--- config.mk ---
export PLATFORM = sky130hd
export DESIGN_NAME = bus_fabric
export DESIGN_NICKNAME = d
export VERILOG_FILES = /design/src/rtl/bus_fabric.sv
export SDC_FILE = /design/constraint.sdc
export NUM_CORES = 1
export LEC_CHECK = 0
export CAP_MARGIN = 25
export CORE_UTILIZATION = 39
export DETAILED_ROUTE_END_ITERATION = 10
export PLACE_DENSITY = 0.92
export SLEW_MARGIN = 40
export SYNTH_ARGS = -nofsm -noshare
export SYNTH_HDL_FRONTEND = slang
export SYNTH_SLANG_ARGS = --single-unit
--- constraint.sdc ---
create_clock -name clk -period 2.5 [get_ports clk]
set_input_delay 0.375 -clock clk [delete_from_list [all_inputs] [get_ports clk]]
set_output_delay 0.375 -clock clk [all_outputs]
set_load 0.02 [all_outputs]
--- src/rtl/bus_fabric.sv ---
// bus_fabric: picorv32 native-bus interconnect with base/mask decode, local error-status words
// and an optional per-access timeout (enabled by defining BUS_TIMEOUT_EN).

// state  | meaning
// IDLE   | waiting for m_valid; decode address and latch target into cur
// ACCESS | s_sel[cur] asserted, waiting for s_ready[cur] (or timeout expiry)
// LOCAL  | one-cycle access to the status words at ERR_ADDR / ERR_ADDR+4
// ERROR  | one-cycle error response; status registers are logged as it ends
module bus_fabric #(
    parameter int                    NSLAVES        = 4,
    parameter logic [NSLAVES*32-1:0] SLAVE_BASE     = {32'h8000_0010, 32'h8000_0008,
                                                       32'h8000_0000, 32'h0000_0000},
    parameter logic [NSLAVES*32-1:0] SLAVE_MASK     = {32'hffff_fffc, 32'hffff_fff8,
                                                       32'hffff_fffc, 32'hfffe_0000},
    parameter int                    TIMEOUT_CYCLES = 255,
    parameter logic [31:0]           ERR_ADDR       = 32'h8000_00f0,
    parameter logic [31:0]           ERR_RDATA      = 32'hdead_beef
) (
    input  logic                    clk,
    input  logic                    reset,
    input  logic                    m_valid,
    input  logic [31:0]             m_addr,
    input  logic [31:0]             m_wdata,
    input  logic [3:0]              m_wstrb,
    output logic                    m_ready,
    output logic [31:0]             m_rdata,
    output logic [NSLAVES-1:0]      s_sel,
    output logic [31:0]             s_addr,
    output logic [31:0]             s_wdata,
    output logic [3:0]              s_wstrb,
    input  logic [NSLAVES-1:0]      s_ready,
    input  logic [NSLAVES*32-1:0]   s_rdata,
    output logic                    bus_err
);

    localparam int IDXW = (NSLAVES > 1) ? $clog2(NSLAVES) : 1;

    typedef enum logic [1:0] {IDLE, ACCESS, LOCAL, ERROR} state_t;

    state_t            state;
    logic [IDXW-1:0]   cur;
    logic [31:0]       addr_q;
    logic              wr_q;
    logic              local_hi;
    logic              via_timeout;

    logic [15:0]       err_count;
    logic              sticky;
    logic              last_timeout;
    logic [31:0]       err_addr;

    logic              is_local;
    logic              hit;
    logic [IDXW-1:0]   hit_idx;
    logic [NSLAVES-1:0] sel_onehot;
    logic              sel_ready;
    logic [31:0]       sel_rdata;
    logic              expired;

    assign s_addr  = m_addr;
    assign s_wdata = m_wdata;
    assign s_wstrb = m_wstrb;

    assign is_local = (m_addr == ERR_ADDR) || (m_addr == ERR_ADDR + 32'd4);

    // Scan from the top so the lowest matching index is the one left standing.
    always_comb begin
        hit     = 1'b0;
        hit_idx = '0;
        for (int i = NSLAVES - 1; i >= 0; i--) begin
            if ((m_addr & SLAVE_MASK[32*i +: 32]) == SLAVE_BASE[32*i +: 32]) begin
                hit     = 1'b1;
                hit_idx = IDXW'(i);
            end
        end
    end

    always_comb begin
        sel_onehot = '0;
        sel_ready  = 1'b0;
        sel_rdata  = '0;
        for (int i = 0; i < NSLAVES; i++) begin
            if (cur == IDXW'(i)) begin
                sel_onehot[i] = 1'b1;
                sel_ready     = s_ready[i];
                sel_rdata     = s_rdata[32*i +: 32];
            end
        end
    end

`ifdef BUS_TIMEOUT_EN
    // Down-counter reloaded every IDLE cycle; terminal count 0 in ACCESS means expiry.
    logic [15:0] tmr;

    always_ff @(posedge clk) begin
        if (reset) begin
            tmr <= '0;
        end else if (state == IDLE) begin
            tmr <= 16'(TIMEOUT_CYCLES - 1);
        end else if (state == ACCESS && !sel_ready && tmr != 16'd0) begin
            tmr <= tmr - 16'd1;
        end
    end

    assign expired = (state == ACCESS) && (tmr == 16'd0);
`else
    assign expired = 1'b0;
`endif

    always_comb begin
        s_sel   = '0;
        m_ready = 1'b0;
        m_rdata = '0;
        bus_err = 1'b0;
        case (state)
            ACCESS: begin
                if (m_valid) begin
                    s_sel   = sel_onehot;
                    m_ready = sel_ready;
                    m_rdata = sel_rdata;
                end
            end
            LOCAL: begin
                m_ready = 1'b1;
                m_rdata = local_hi ? err_addr
                                   : {err_count, 14'b0, last_timeout, sticky};
            end
            ERROR: begin
                m_ready = 1'b1;
                m_rdata = ERR_RDATA;
                bus_err = 1'b1;
            end
            default: ;
        endcase
    end

    always_ff @(posedge clk) begin
        if (reset) begin
            state        <= IDLE;
            cur          <= '0;
            addr_q       <= '0;
            wr_q         <= 1'b0;
            local_hi     <= 1'b0;
            via_timeout  <= 1'b0;
            err_count    <= '0;
            sticky       <= 1'b0;
            last_timeout <= 1'b0;
            err_addr     <= '0;
        end else begin
            case (state)
                IDLE: begin
                    if (m_valid) begin
                        addr_q      <= m_addr;
                        wr_q        <= |m_wstrb;
                        local_hi    <= (m_addr == ERR_ADDR + 32'd4);
                        via_timeout <= 1'b0;
                        if (is_local) begin
                            state <= LOCAL;
                        end else if (hit) begin
                            cur   <= hit_idx;
                            state <= ACCESS;
                        end else begin
                            state <= ERROR;
                        end
                    end
                end
                ACCESS: begin
                    // Ready is checked before expiry so a last-cycle completion wins.
                    if (!m_valid || sel_ready) begin
                        state <= IDLE;
                    end else if (expired) begin
                        via_timeout <= 1'b1;
                        state       <= ERROR;
                    end
                end
                LOCAL: begin
                    if (wr_q && !local_hi) begin
                        err_count    <= '0;
                        sticky       <= 1'b0;
                        last_timeout <= 1'b0;
                        err_addr     <= '0;
                    end
                    state <= IDLE;
                end
                ERROR: begin
                    if (err_count != 16'hffff) begin
                        err_count <= err_count + 16'd1;
                    end
                    sticky       <= 1'b1;
                    last_timeout <= via_timeout;
                    err_addr     <= addr_q;
                    state        <= IDLE;
                end
                default: state <= IDLE;
            endcase
        end
    end

endmodule

# Yosys cells after proc, flatten, opt, wreduce, memory -nomap -nowiden
# Index checks and enable logic that the tools add are counted.
# Widths: inputs -> output; s select.
# word_totals
ff_bits	88
latch_bits	0
ram_bits	0
rom_bits	0
input_bits	203
out_inout_bits	106
elab_cells	84
mem_count	0
# op_classes
n_addsub	1
n_mul	0
div_mod_pow	0
n_lt_le_gt_ge	0
eq_ne	16
n_shift	0
muxes	41
n_bitwise	1
n_reduce_logical	16
# op_table
operator	count
$mux 32	7
$pmux 32 s3	1
$eq 32x32->1 const B	2
$pmux 32 s2	1
$eq 30x30->1 const B	2
$logic_not 32->1	1
$mux 16	2
$pmux 16 s2	1
$eq 29x29->1 const B	1
$add 16x1->16 const B	1
$mux 2	8
$ne 16x16->1 const B	1
$mux 1	15
$eq 2x2->1 const B	4
$mux 4	2
$ne 2x2->1 const B	4
$pmux 1 s2	3
$pmux 2 s3	1
$reduce_and 2->1	3
$eq 2x1->1 const B	2
$logic_not 2->1	2
$reduce_and 4->1	1
$reduce_or 4->1	1
$reduce_and 3->1	1
other kinds (6)	8

# Longest topological paths before layout
# logic_depth
ltp_word	9
depth_mapped	7
depth_no_buf	6

# Worst setup path after synthesis
# Ideal clock, no wire load.
# synth_timing
path_type	register -> output
startpoint	register cur[0]
endpoint	output m_rdata[12]
arrival_ps	1755
required_ps	2125
path_slack_ps	370
path_stages_with_launch	7
path_buffers	2
cell_sequence	dfxtp_1 buf_2 buf_1 inv_1 nor2_1 a21oi_1 o21ai_0
# synth_via
elab_chain_len	7
word_cells_on_any_way	10
classes_between	eq/ne: 3; mux: 6; reduce/logical: 1
# synth_lines
item	line_no	rtl
start, declared	41	logic [IDXW-1:0] cur;
start signal, assigned	160	cur <= hit_idx;
$logic_not 2->1	83	if (cur == IDXW'(i)) begin
$mux 32 (3 in a row)	83	
$mux 32 (*)	83	
$mux 32 (*)	117	if (m_valid) begin
$pmux 32 s3 (*)	115	case (state)
end, declared	26	output logic [31:0] m_rdata,
# Every way passes the cells marked *; elsewhere a longest branch is shown, timed or not.

# Worst setup path after layout
# layout_timing
startpoint	register cur[0]
endpoint	output m_ready
# layout_via
elab_chain_len	7
word_cells_on_any_way	10
classes_between	eq/ne: 3; mux: 6; reduce/logical: 1
# layout_lines
item	line_no	rtl
$logic_not 2->1	83	
$mux 1 (3 in a row)	83	
$mux 1 (*)	83	
$mux 1 (*)	117	
$pmux 1 s2 (*)	115	
end, declared	25	output logic m_ready,
# Marks and branches as above.

==> summary.md <==
| Metric | Value |
|---|---|
| Combinational share of power | `0.216` |
| Clock slew at reported path FFs | `0.07 ns` |
| Number of routed nets with antenna violations | `0` |
| Die area | `14300 µm²` |
| Mapped Cells | `643` |
| Status | `complete, no violations` |
| Final worst path period share | `0.964` |
| WP data arrival | `2.03 ns` |
| Worst hold path type | `flip-flop to flip-flop` |
| Met2 WL post-DR | `9240 µm` |
| Antenna violations before repair | `0` |
| Core Box Area | `13300 µm²` |
| Layout Cells excl Fill | `991` |
| Power share of the clock group | `0.370` |
| Gr ovfl total | `0` |
| Top_reg_cell synth | `dfxtp_1` |
| CP Launch Type | `flip-flop` |
| Tightest Pin Transition | `0.608 ns` |
| Setup ws final | `0.0908 ns` |
| Worst setup EP type | `output port` |
| Vias in the first global route | `5466` |
| Tmin final | `2.41 ns` |
| Final nets | `1014` |
| Fmax achieved | `415 MHz` |
| Met1 Wirelength | `7030 µm` |
| Total number of vias | `5379` |
| Lkg Pwr | `2.91 nW` |
| Chip width | `119 µm` |
| # setup viols final | `0` |
| Largest net degree at the start of global routing | `74` |
| Core Rows | `42` |
| Wire length per cell | `18.0 µm` |
| ANT cells | `0` |
| # Post-CTS Setup Buffers | `0` |
| Sw Pwr | `0.000940 W` |
| Number of instances in the placed design | `974` |
| Syn nets | `847` |
| Number of synthesized flops with an enable pin | `0` |
| Clock network latency to the later pin of the worst-skew pair | `0.34 ns` |
| Peak VDD IR | `0.272 mV` |
| Pwr/cell area | `442 nW/µm²` |
| YS warnings | `0` |
| IO Pins | `309` |
| Remaining DRCs | `0` |
| Slew headroom | `0.595` |
| Hold-fix buffers, CTS | `0` |
| CP required | `2.12 ns` |
| First-pass DRT Iterations | `5` |
| Post-DP HPWL | `13700 µm` |
| Critical path class | `flip-flop to output port` |
| Sequential fraction of design power | `0.415` |
| Internal power | `0.00256 W` |
| Worst-path fanout max | `12` |
| Async SR Flop Fraction | `0` |
| Register area share after synthesis | `0.324` |
| Cell Area, Synth | `5380 µm²` |
| Synth Register Bits | `87` |
| Sw Ratio | `0.268` |
| Final Skew | `0.00979 ns` |
| Starting density of the core | `0.403` |
| Vias per cell | `5.43` |
| Total CTS buffers | `9` |
| Root Buffer | `clkbuf_16` |
| First-pass GRT wire length | `27900 µm` |
| Initial DRC count | `355` |
| PortBufs | `244` |
| TritonCTS clock tree | `yes` |
| Max_cap viols | `0` |
| Clk buf depth | `2` |
| All-Layer GR Usage | `0.252` |
| Worst slack, placed | `-0.118 ns` |
| RSZ-0062 raised after global routing | `no` |
| Max-slew violations | `0` |
| Sink Count | `87` |
| P&R area growth vs syn | `47.2%` |
| Die H | `119 µm` |
| Fraction of layout cells with a size suffix above 1 | `0.123` |
| H-Tree Depth | `3` |
| Mean area per synthesized cell | `8.37 µm²` |
| Met3 WL | `1250 µm` |
| WL final | `17800 µm` |
| Top Layer Used | `met4` |
| Gpl congestion | `0.950` |
| Distinct cells, synth | `50` |
| Final hold violation count | `0` |
-- through the flow --
step / hold WS [ns] / util / TNS, ns / power [W] / area (µm²)
final: 0.458 / 0.593 / 0 / 0.00350 / 7920
after global routing: 0.481 / 0.593 / 0 / 0.00364 / 7920
after floorplan: 0.427 / - / 0 / 0.00189 / 5380
after CTS: 0.459 / 0.593 / 0 / 0.00352 / 7920
after detailed placement: 0.451 / 0.572 / -0.427 / 0.00225 / 7630
after global placement: 0.444 / 0.572 / -0.250 / 0.00224 / 7630
-- routing by layer --
layer	up-vias	GRT usage
met2	232	0.456
met4	0	0.0625
met3	25	0.0632
li1	2546	-
met1	2576	0.295
met5	-	0
-- power by group through the flow --
stage / sequential (W) / combinational [W] / clock (W)
floorplan: 0.00147 / 0.000413 / 0
global placement: 0.00148 / 0.000757 / 0
detailed placement: 0.00149 / 0.000768 / 0
CTS: 0.00145 / 0.000757 / 0.00131
global route: 0.00145 / 0.000808 / 0.00137
finish: 0.00145 / 0.000755 / 0.00130
-- cells by family after synthesis --
| family | Yosys count | synth area share |
|---|---|---|
| simple gates | 213 | 0.180 |
| compound gates | 159 | 0.178 |
| buf+inv | 123 | 0.135 |
| flops | 87 | 0.324 |
| mux | 48 | 0.161 |
| xor+xnor | 12 | 0.0195 |
| fa+ha+maj | 1 | 0.00233 |
-- worst paths after layout --
path,slack [ns],cells past startpoint,to,start
max,0.09,4,m_ready,cur[0]
min,0.46,2,addr_q[14],addr_q[14]
max reg2reg,0.39,6,err_count[13],local_hi
min reg2reg,0.46,2,addr_q[14],addr_q[14]
-- cells in the final DEF, fill, tap and decap left out, types with 8 or more instances in the layout --
cell | Yosys | final
clkbuf_16 | 0 | 9
mux4_2 | 30 | 30
a21oi_1 | 87 | 86
nand2_1 | 82 | 82
a22oi_1 | 33 | 33
mux2i_1 | 8 | 8
dlygate4sd2_1 | 0 | 36
xnor2_1 | 12 | 12
mux2_2 | 10 | 10
buf_4 | 68 | 20
dfxtp_1 | 87 | 85
clkdlybuf4s50_1 | 0 | 205
o21ai_0 | 16 | 16
nor2_1 | 78 | 78
-- state kept, by name, indices dropped and copies added, names as in the netlist --
name / count
addr_q: 32
cur: 2
err_addr: 32
err_count: 16
local_hi: 1
state: 2
sticky: 1
wr_q: 1
-- critical path, cell delays in order, from the launching register on --
cell and delay (ns):
dfxtp_4 0.42, buf_12 0.17, mux4_2 0.51, a31o_2 0.26, dlygate4sd2_1 0.33
-- cells in the mapped netlist, types with 3 or more instances --
| library cell | number | area (µm²) |
|---|---|---|
| a21oi_1 | 87 | 435 |
| dfxtp_1 | 87 | 1740 |
| nand2_1 | 82 | 308 |
| nor2_1 | 78 | 293 |
| buf_4 | 68 | 510 |
| clkbuf_1 | 35 | 131 |
| a22oi_1 | 33 | 248 |
| mux4_2 | 30 | 676 |
| o21ai_0 | 16 | 80.1 |
| xnor2_1 | 12 | 105 |
| mux2_2 | 10 | 113 |
| mux2i_1 | 8 | 80.1 |
| buf_2 | 7 | 35.0 |
| inv_1 | 7 | 26.3 |
| nor3_1 | 7 | 35.0 |
| nor4_1 | 7 | 43.8 |
| and2_1 | 6 | 37.5 |
| buf_1 | 6 | 22.5 |
| nand3_1 | 6 | 30.0 |
| a211oi_1 | 4 | 30.0 |
| or3_1 | 4 | 25.0 |
| nor2b_1 | 3 | 18.8 |
| or2_2 | 3 | 18.8 |
-- layout make-up --
| type | instances | area (µm²) |
|---|---|---|
| flip-flops and latches | 87 | 1750 |
| fillers | 1164 | 5430 |
| multi-input cells | 433 | 2920 |
| repair buffers | 272 | 2720 |
| well taps | 176 | 220 |
| clock buffers | 10 | 239 |
| inverters | 7 | 26.3 |
| clock inverters | 6 | 51.3 |
-- what timing repair did --
item | CTS | global route
gates resized for setup | 38 | 4
endpoints found under the setup margin | 36 | 12
gates cloned | 1 | 0
Note: power is estimated with default switching activity, not from simulation.
